===== config.mk =====
export PLATFORM = sky130hd
export DESIGN_NAME = adder_seq_ctrl
export DESIGN_NICKNAME = d
export VERILOG_FILES = /design/src/rtl/adder_seq_pkg.sv /design/src/rtl/adder_bit.sv /design/src/rtl/adder_seq_ctrl.sv
export SDC_FILE = /design/constraint.sdc
export NUM_CORES = 1
export LEC_CHECK = 0
export CORE_ASPECT_RATIO = 1.4
export CORE_MARGIN = 3
export CORE_UTILIZATION = 45
export DETAILED_ROUTE_END_ITERATION = 10
export PLACE_DENSITY = 0.72
export SLEW_MARGIN = 10
export SYNTH_ARGS = -nofsm -noshare
export SYNTH_HDL_FRONTEND = slang
export SYNTH_SLANG_ARGS = --single-unit

===== constraint.sdc =====
create_clock -name clk -period 2.5 [get_ports clk]
set_clock_uncertainty 0.05 [all_clocks]
set_input_delay 0.375 -clock clk [delete_from_list [all_inputs] [get_ports clk]]
set_output_delay 0.375 -clock clk [all_outputs]
set_load 0.05 [all_outputs]

===== src/rtl/adder_seq_pkg.sv =====
// Shared types and defaults for the sequential slice adder.
package adder_seq_pkg;

    typedef enum logic [1:0] {
        StIdle,
        StRun,
        StDone
    } state_e;

    localparam int unsigned SliceWDefault    = 4;
    localparam int unsigned NumSlicesDefault = 4;

    // Chunk counter needs at least one bit even for a single slice.
    function automatic int unsigned cnt_width(input int unsigned num_slices);
        return (num_slices <= 1) ? 1 : $clog2(num_slices);
    endfunction

    localparam int unsigned CntWDefault = cnt_width(NumSlicesDefault);

endpackage


===== src/rtl/adder_bit.sv =====
// Narrow combinational adder slice shared by the sequencer.
module adder_bit #(
    parameter int unsigned WIDTH = 4
) (
    input  logic [WIDTH-1:0] a_i,
    input  logic [WIDTH-1:0] b_i,
    input  logic             cin_i,
    output logic [WIDTH-1:0] sum_o,
    output logic             cout_o
);

    assign {cout_o, sum_o} = {1'b0, a_i} + {1'b0, b_i} + {{WIDTH{1'b0}}, cin_i};

endmodule


===== src/rtl/adder_seq_ctrl.sv =====
// Wide add/subtract sequenced through one narrow slice, LSB chunk first.
// Optional accumulator and acc_sel_i port are built when ADDER_SEQ_CTRL_ACC_EN is defined.
module adder_seq_ctrl
    import adder_seq_pkg::*;
#(
    parameter int unsigned SLICE_W    = SliceWDefault,
    parameter int unsigned NUM_SLICES = NumSlicesDefault
) (
    input  logic                          clk,
    input  logic                          rst,
`ifdef ADDER_SEQ_CTRL_ACC_EN
    input  logic                          acc_sel_i,
`endif
    input  logic                          in_valid_i,
    output logic                          in_ready_o,
    input  logic                          op_sub_i,
    input  logic [SLICE_W*NUM_SLICES-1:0] a_i,
    input  logic [SLICE_W*NUM_SLICES-1:0] b_i,
    output logic                          out_valid_o,
    input  logic                          out_ready_i,
    output logic [SLICE_W*NUM_SLICES-1:0] sum_o,
    output logic                          cout_o,
    output logic                          ovf_o
);

    localparam int unsigned W    = SLICE_W * NUM_SLICES;
    localparam int unsigned CntW = cnt_width(NUM_SLICES);

    state_e            state_q;
    logic [W-1:0]      a_q;
    logic [W-1:0]      b_q;
    logic [W-1:0]      res_q;
    logic [W-1:0]      res_d;
    logic              carry_q;
    logic [CntW-1:0]   cnt_q;
    logic              a_msb_q;
    logic              b_msb_q;
    logic              in_ready_q;
    logic              out_valid_q;
    logic              cout_q;
    logic              ovf_q;

    logic [W-1:0]       a_src;
    logic [W-1:0]       b_src;
    logic [SLICE_W-1:0] slice_sum;
    logic               slice_cout;
    logic               last_chunk;

`ifdef ADDER_SEQ_CTRL_ACC_EN
    logic [W-1:0] acc_q;

    assign a_src = acc_sel_i ? acc_q : a_i;
`else
    assign a_src = a_i;
`endif

    // Subtraction is a + ~b + 1; the +1 enters through the initial carry.
    assign b_src      = op_sub_i ? ~b_i : b_i;
    assign last_chunk = (cnt_q == CntW'(NUM_SLICES - 1));

    adder_bit #(
        .WIDTH (SLICE_W)
    ) u_slice (
        .a_i    (a_q[SLICE_W-1:0]),
        .b_i    (b_q[SLICE_W-1:0]),
        .cin_i  (carry_q),
        .sum_o  (slice_sum),
        .cout_o (slice_cout)
    );

    // Each slice result enters at the top so the first chunk ends up at bit 0.
    if (NUM_SLICES == 1) begin : g_res_one
        assign res_d = slice_sum;
    end else begin : g_res_multi
        assign res_d = {slice_sum, res_q[W-1:SLICE_W]};
    end

    always_ff @(posedge clk or posedge rst) begin
        if (rst) begin
            state_q     <= StIdle;
            a_q         <= '0;
            b_q         <= '0;
            res_q       <= '0;
            carry_q     <= 1'b0;
            cnt_q       <= '0;
            a_msb_q     <= 1'b0;
            b_msb_q     <= 1'b0;
            in_ready_q  <= 1'b1;
            out_valid_q <= 1'b0;
            cout_q      <= 1'b0;
            ovf_q       <= 1'b0;
`ifdef ADDER_SEQ_CTRL_ACC_EN
            acc_q       <= '0;
`endif
        end else begin
            unique case (state_q)
                StIdle: begin
                    if (in_valid_i) begin
                        a_q        <= a_src;
                        b_q        <= b_src;
                        carry_q    <= op_sub_i;
                        cnt_q      <= '0;
                        a_msb_q    <= a_src[W-1];
                        b_msb_q    <= b_src[W-1];
                        in_ready_q <= 1'b0;
                        state_q    <= StRun;
                    end
                end
                StRun: begin
                    a_q     <= a_q >> SLICE_W;
                    b_q     <= b_q >> SLICE_W;
                    res_q   <= res_d;
                    carry_q <= slice_cout;
                    cnt_q   <= cnt_q + CntW'(1);
                    if (last_chunk) begin
                        cout_q      <= slice_cout;
                        ovf_q       <= (a_msb_q == b_msb_q) &&
                                       (slice_sum[SLICE_W-1] != a_msb_q);
                        out_valid_q <= 1'b1;
                        state_q     <= StDone;
                    end
                end
                StDone: begin
                    if (out_ready_i) begin
                        out_valid_q <= 1'b0;
                        in_ready_q  <= 1'b1;
                        state_q     <= StIdle;
`ifdef ADDER_SEQ_CTRL_ACC_EN
                        acc_q       <= res_q;
`endif
                    end
                end
                default: begin
                    state_q     <= StIdle;
                    in_ready_q  <= 1'b1;
                    out_valid_q <= 1'b0;
                end
            endcase
        end
    end

    assign in_ready_o  = in_ready_q;
    assign out_valid_o = out_valid_q;
    assign sum_o       = res_q;
    assign cout_o      = cout_q;
    assign ovf_o       = ovf_q;

endmodule


==> metrics.md, run 1 <==
| Metric | Value |
|---|---|
| Total setup violations reported at the end of the flow | `0` |
| Post-CTS resize count | `0` |
| Avg Cell Area, Syn | `9.52 um^2` |
| Smallest hold slack | `between 0.3 and 0.4 ns` |
| Post-detailed-placement half-perimeter wirelength | `between 3 and 4 mm` |
| Wire length of the first global-routing pass | `approximately 9.3 mm` |
| Routability congestion estimate | `roughly 0.77` |
| Count of buffering cells on the critical path with inverters included | `1` |
| Delay of the slowest cell on the worst path | `0.79 ns` |
| Number of DRC markers after the initial detailed-route iteration | `154` |
| Maximum buffer depth of the clock tree | `2` |
| Number of nets at the end of the flow | `about 380` |
| Post-Syn Instances | `282` |
| Cts-stage hold buffer count | `0` |
| Clock slew at reported path FFs | `approximately 0.070 ns` |
| Synth Net Count | `~330` |
| Post-synth EDFFs | `0` |
| Post-route DRC | `0` |
| Number of warnings issued by yosys | `0` |
| Layout Cell Area excl Fill | `~0.0035 mm^2` |
| CP Max Fanout | `2` |
| Leak pwr | `around 1.6 nW` |
| Unrepaired setup endpoints after global routing | `false` |
| Worst path cell trace | `clkdlybuf4s50_1` |
| WL/cell | `between 10 and 15 um` |
| Total wire length after detailed routing | `5.51 mm` |
| Number of antenna violations at the first check in global routing | `0` |
| Combined global-route utilization of all metal layers | `17.1%` |
| Detail Route Antenna Nets | `0` |
| Number of I/O pins | `57` |
| Final number of hold-violating endpoints | `0` |
| Reported max-cap violation count | `0` |
| Antenna cell count | `0` |
| Count of vias placed by the detailed router | `~2,000` |
| Average via count per standard cell | `5.01` |
| Area of the die | `approximately 0.0069 mm^2` |
| TritonCTS clock tree | `built` |
| Global route overflow | `0` |
| Count of buffers added by post-CTS timing repair for setup | `0` |
| Number of unique standard cell types used by synthesis | `29` |
| Proportion of layout cells with a drive suffix above 1 | `under 10%` |
| Pwr Density | `1410 mW/mm^2` |
| Async set or reset register ratio after synthesis | `between 90% and 100%` |
| Vias in the first global route | `1,933` |
| Fmax | `about 480 MHz` |
| Element type at the critical path start | `flip-flop` |
| Largest net degree at the start of global routing | `53` |
| Critical Path AT | `around 1.7 ns` |
| Count of H-tree levels built during CTS | `3` |
| Effective utilization at floorplan | `47.5%` |
| X dimension of the die | `about 71 um` |
| Worst min-delay path class | `primary input to asynchronous set/reset pin` |
| Largest delay share family, worst path | `buffers and inverters` |
| Worst-case register-to-register setup slack | `about 0.58 ns` |
| Most numerous cell in the Yosys netlist | `nand2_1` |
| Cells taking the most area after synthesis | `dfrtp_1 54%, nand2_1 12%, xnor2_1 4.9%, a221o_1 4.5%, nor2_1 3.6%` |
| Status | `finished clean` |
| Core Box Area | `roughly 0.0056 mm^2` |
| Number of CTS-inserted buffers | `9` |
| Number of storage elements in the synthesis netlist | `just under 60` |
| Port Buf Inserts | `56` |
| Share of the synthesized area in the top cell type | `about 54%` |
| Path depth of the worst reg2reg path | `7` |
| Final total power | `just under 0.005 W` |
| Cell with the biggest individual delay on the critical path | `clkdlybuf4s50_1` |
| Transition at the pin with the smallest max-transition slack | `around 0.95 ns` |
| Cell accounting for the most synthesized area | `dfrtp_1` |
| Cell area after synthesis | `about 0.0027 mm^2` |
| Setup Crit Path Kind | `flip-flop to output pin` |
| Minimum period implied by the final worst setup slack | `2.07 ns` |
| TNS Setup | `0 ns` |
| Max-slew headroom at the worst pin | `between 30% and 40%` |
| Clock network latency to the later pin of the worst-skew pair | `between 0.3 and 0.4 ns` |
| Crit. path cell count | `1` |
| Slew Viols, Final | `0` |
| Most instantiated flip-flop cell in the synthesis netlist | `dfrtp_1` |
| Cell at the root of the clock tree | `clkbuf_8` |
| Number of optimization iterations in the first detailed-route pass | `7` |
| Die Height | `around 97 um` |
| Ratio of final minimum period to clock period | `between 80 and 90%` |
| Row Count | `32` |
| Area after detailed placement | `approximately 0.0033 mm^2` |
| Synthesis-to-finish area growth | `30.0%` |
| Count of clock tree sinks | `just under 60` |
| Leading cell types by count after synthesis | `88 x nand2_1, 58 x dfrtp_1, 26 x nor2_1` |
| Part of the Yosys area used for sequential elements | `approximately 55%` |
| Data required time of the worst path | `between 2 and 2.5 ns` |
| Highest ir drop seen on vdd | `0.588 mV` |
| Kind of end point of the critical path | `output pin` |
final cells by class:
class                   count  area [um^2]
clock buffers              15          186
fillers                   490         2160
flip-flops and latches     59         1480
clock inverters             1         5.00
multi-input cells         198         1100
inverters                   7         26.3
well taps                  68         85.1
repair buffers             61          611
cells in the final DEF, fill, tap and decap left out, types with 4 or more instances in the layout:
| master | n |
|---|---|
| a21oi_1 | 6 |
| a221o_1 | 12 |
| a31oi_1 | 11 |
| buf_4 | 4 |
| clkbuf_8 | 13 |
| clkdlybuf4s50_1 | 56 |
| dfrtp_1 | 58 |
| ha_1 | 4 |
| inv_1 | 6 |
| nand2_1 | 88 |
| nand3_1 | 4 |
| nor2_1 | 26 |
| o21ai_0 | 16 |
| xnor2_1 | 15 |
metrics by stage:
| step | std cells | setup slack (ns) | util, % |
|---|---|---|---|
| final | 409 | 0.426 | 61.8 |
| after global routing | 409 | 0.381 | 61.8 |
| after CTS | 409 | 0.403 | 61.8 |
| after detailed placement | 393 | 0.605 | 58.4 |
| after global placement | 393 | 0.616 | 58.4 |
| after floorplan | 282 | 0.620 | - |
worst reg2reg max path, delay by kind of cell, from the launching register on:
family	cells	cell delay, ns
AO/OA/AOI/OAI	3	0.52
adder cells (fa/ha/maj)	2	0.64
buffers and inverters	2	0.14
flip-flops	1	0.40
layer usage:
metal  up-vias  track usage, %  wire length, um  part of all wire (%)
li1       1041               -                -                     -
met1       956            22.4             2480                    45
met2        43            26.4             2720                    49
met3         8            5.07              199                   3.6
met4         0            6.51              100                   1.8
met5         -               0                0                     0
state kept, by name (all words and copies together) (netlist names):
register     count
cnt_q            2
state_q          2
in_ready_o       1
a_msb_q          1
ovf_o            1
sum_o           16
cout_o           1
b_q             16
a_q             16
carry_q          1
b_msb_q          1
out_valid_o      1
worst paths after layout:
kind,start,to
worst max-delay path,in_ready_o,in_ready_o
worst min-delay path,rst,state_q[0]
worst max register to register,a_q[0],carry_q
worst min register to register,in_ready_o,in_ready_o
max in group asynchronous,rst,a_q[5]
min in group clk,in_ready_o,in_ready_o
cell families (layout without fill, tap and decap cells):
logic type	count (synthesis)	count (layout)	share of synthesized area, %
and+or+nand+nor	124	124	18.6
DFF	59	59	55.1
AOI/OAI and AO/OA	51	51	13.2
buffers and inverters	25	84	4.24
xor gates and xnor gates	17	17	5.55
adders and majority gates	6	6	3.36
report_power, final:
group          internal (W)  switching, W
Combinational      0.000883       0.00149
Sequential          0.00142      0.000305
Clock              0.000468      0.000344
Note: power is estimated with default switching activity, not from simulation.
==> run 2, diff against run 1 <==
- PLACE_DENSITY: 0.72 -> 0.75
- clock period: 2.5 -> 1.9 ns (I/O delays scaled with it)
==> run 2 against run 1 <==
  * Sequential power grew 32%
  * First-iteration DRC count shrank 40%
  * Sequential share of layout area shrank 1.7 points
  * Combinational power grew 38%
  * Via count grew 4.1%
  * Critical path type unchanged
  * Largest cell class unchanged
==> metrics.md, run 2 (same netlist as run 1, synthesis figures left out) <==
| Metric | Value |
|---|---|
| TNS Setup | `0 ns (unchanged)` |
| Routability congestion estimate | `0.760 (-1.3%)` |
| Final Non-Filler Cells | `413 (+0.98%)` |
| Delay of the slowest cell on the worst path | `0.81 ns (+0.02 ns)` |
| Count of vias placed by the detailed router | `2,132 (+4.1%)` |
| Register share of total power | `32.9% (-2.3 points)` |
| Switching Power | `0.00289 W (+35%)` |
| Number of nets at the end of the flow | `383 (+1.1%)` |
| Total setup violations reported at the end of the flow | `0 (unchanged)` |
| Cell with the biggest individual delay on the critical path | `clkdlybuf4s50_1` |
| Cell at the root of the clock tree | `clkbuf_8` |
| Cts-stage hold buffer count | `0 (unchanged)` |
| Share of total power in the clock network | `19.8% (+3.3 points)` |
| Die Height | `97.4 um (unchanged)` |
| Port Buf Inserts | `56 (unchanged)` |
| Largest net degree at the start of global routing | `53 (unchanged)` |
| Total wire length after detailed routing | `5.61 mm (+1.8%)` |
| Layout Cell Area excl Fill | `0.00363 mm^2 (+4.2%)` |
| Number of CTS-inserted buffers | `9 (unchanged)` |
| Ratio of final minimum period to clock period | `around 97%` |
| Sequential cell area | `0.00148 mm^2 (unchanged)` |
| X dimension of the die | `71.3 um (unchanged)` |
| Sw Share | `41.7% (-1.9 points)` |
| Count of H-tree levels built during CTS | `3 (unchanged)` |
| Utilization after layout | `64.4% (+2.6 points)` |
| WL/cell | `13.6 um (+0.83%)` |
| Post-route DRC | `0 (unchanged)` |
| Combined global-route utilization of all metal layers | `17.2% (+0.13 points)` |
| Pwr Density | `1910 mW/mm^2 (+35%)` |
| Proportion of layout cells with a drive suffix above 1 | `10.4% (+2.8 points)` |
| Unrepaired setup endpoints after global routing | `true` |
| Clock network latency to the later pin of the worst-skew pair | `0.33 ns (about the same)` |
| Area after detailed placement | `0.00337 mm^2 (+2.3%)` |
| Logic gate share of total power | `47.3% (-1.0 points)` |
| Leak pwr | `1.71 nW (+7.8%)` |
| Status | `finished clean` |
| Kind of end point of the critical path | `output pin` |
| Total of fill cells in the finished design | `481 (-1.8%)` |
| Number of antenna violations at the first check in global routing | `0 (unchanged)` |
| Largest delay share family, worst path | `buffers and inverters` |
| CP Max Fanout | `3 (+1)` |
| Core Box Area | `0.00565 mm^2 (unchanged)` |
| Fmax | `542 MHz` |
| Max-slew headroom at the worst pin | `56.2% (+20 points)` |
| Global route overflow | `0 (unchanged)` |
| Wire length of the first global-routing pass | `9.43 mm (+1.4%)` |
| Area taken by multi-input logic gates | `0.00111 mm^2 (+0.80%)` |
| Minimum period implied by the final worst setup slack | `between 1.5 and 2 ns` |
| Transition at the pin with the smallest max-transition slack | `0.656 ns (-0.296 ns)` |
| Average via count per standard cell | `5.16 (+3.1%)` |
| Final number of hold-violating endpoints | `0 (unchanged)` |
| Internal Power | `0.00405 W (+46%)` |
| Detail Route Antenna Nets | `0 (unchanged)` |
| Clock slew at reported path FFs | `0.07 ns (about the same)` |
| Effective utilization at floorplan | `47.5% (unchanged)` |
| Element type at the critical path start | `flip-flop` |
| Count of placed standard cells including taps | `397 (+1.0%)` |
| Count of buffers added by post-CTS timing repair for setup | `0 (unchanged)` |
| Antenna cell count | `0 (unchanged)` |
| Number of DRC markers after the initial detailed-route iteration | `93 (-40%)` |
| Leading cell types in the layout, fill and taps excluded | `88 x nand2_1, 58 x dfrtp_1, 49 x clkdlybuf4s50_1` |
| Number of I/O pins | `57 (unchanged)` |
| Data required time of the worst path | `1.56 ns (-0.52 ns)` |
| Count of clock tree sinks | `59 (unchanged)` |
| Post-detailed-placement half-perimeter wirelength | `3.97 mm (+5.1%)` |
| Row Count | `32 (unchanged)` |
| Synthesis-to-finish area growth | `35.4%` |
| Vias in the first global route | `2,078 (+7.5%)` |
| Smallest hold slack | `0.210 ns (-0.161 ns)` |
| Worst path cell trace | `clkdlybuf4s50_1` |
| Highest ir drop seen on vdd | `0.929 mV (+58%)` |
| Slew Viols, Final | `0 (unchanged)` |
| Number of optimization iterations in the first detailed-route pass | `4 (-3)` |
| Worst min-delay path class | `primary input to asynchronous set/reset pin` |
| Count of buffering cells on the critical path with inverters included | `1 (unchanged)` |
| Leading cell type in the layout, fill and taps excluded | `nand2_1` |
| Maximum buffer depth of the clock tree | `2 (unchanged)` |
| Critical Path AT | `1.51 ns (-0.14 ns)` |
| Reported max-cap violation count | `0 (unchanged)` |
| Area of the die | `0.00694 mm^2 (unchanged)` |
| TritonCTS clock tree | `built` |
| Setup Crit Path Kind | `flip-flop to output pin` |
-- run 2: cell count changes in the layout (fill, tap and decap cells not counted), sizes merged --
cell,previous run,this run
clkdlybuf4s50,56,49
clkinv,1,2
bufinv,0,3
buf,5,11
dlymetal6s2s,0,5
clkbuf,15,11
-- run 2: power groups by stage --
stage / clock network, W / registers, W / logic [W]
after floorplan: 0 / 0.00285 / 0.00173
after global placement: 0 / 0.00228 / 0.00320
after detailed placement: 0 / 0.00230 / 0.00329
after CTS: 0.00141 / 0.00229 / 0.00332
after global routing: 0.00147 / 0.00236 / 0.00363
final: 0.00138 / 0.00228 / 0.00328
-- run 2: repair_timing --
| item | CTS | global route |
|---|---|---|
| endpoints found under the hold margin | 0 | 0 |
| resized for setup | 2 | 6 |
| endpoints found under the setup margin | 1 | 6 |
| pin swaps | 0 | 0 |
-- run 2: worst paths after layout --
check	start	end	slack, ns	cells past startpoint
setup reg to reg	a_q[0]	ovf_o	0.07	5
min in group clk	in_ready_o	in_ready_o	0.42	2
setup / recovery	sum_o[14]	sum_o[14]	0.06	1
hold reg to reg	in_ready_o	in_ready_o	0.42	2
max in group asynchronous	rst	in_ready_o	1.09	3
hold / removal	rst	sum_o[14]	0.21	2
-- run 2: worst reg2reg max path: cells and delay by family (launching register included) --
family / cells / cell delay, ns
fa+ha+maj: 1 / 0.40
compound gates: 2 / 0.29
flops: 1 / 0.41
simple gates: 2 / 0.60
-- run 2: area by class of cell --
type,instances,share of cell area (%)
Timing Repair Buffer,65,19.2
Multi-Input combinational cell,198,30.4
Clock inverter,5,2.75
Clock buffer,11,3.89
Tap cell,68,2.34
Sequential cell,59,40.7
Inverter,7,0.723
-- run 2: through the flow --
step                      setup slack [ns]  total power, W
final                               0.0559         0.00694
after global placement               0.107         0.00548
after floorplan                      0.110         0.00459
after detailed placement           0.00839         0.00558
after global routing              -0.00581         0.00746
after CTS                           0.0187         0.00701
-- run 2: routing by layer --
metal  wire (um)  GRT usage [%]  up-vias
met2        2860           27.6       50
met1        2440           21.5     1027
met4         108           8.39        0
met5           0              0        -
met3         196           4.04        8
li1            -              -     1047
==> run 3, diff against run 2 <==
- GPL_TIMING_DRIVEN: not set -> 1
==> results of run 3 <==
Final layout, timing and power as in run 2 (identical DEF).
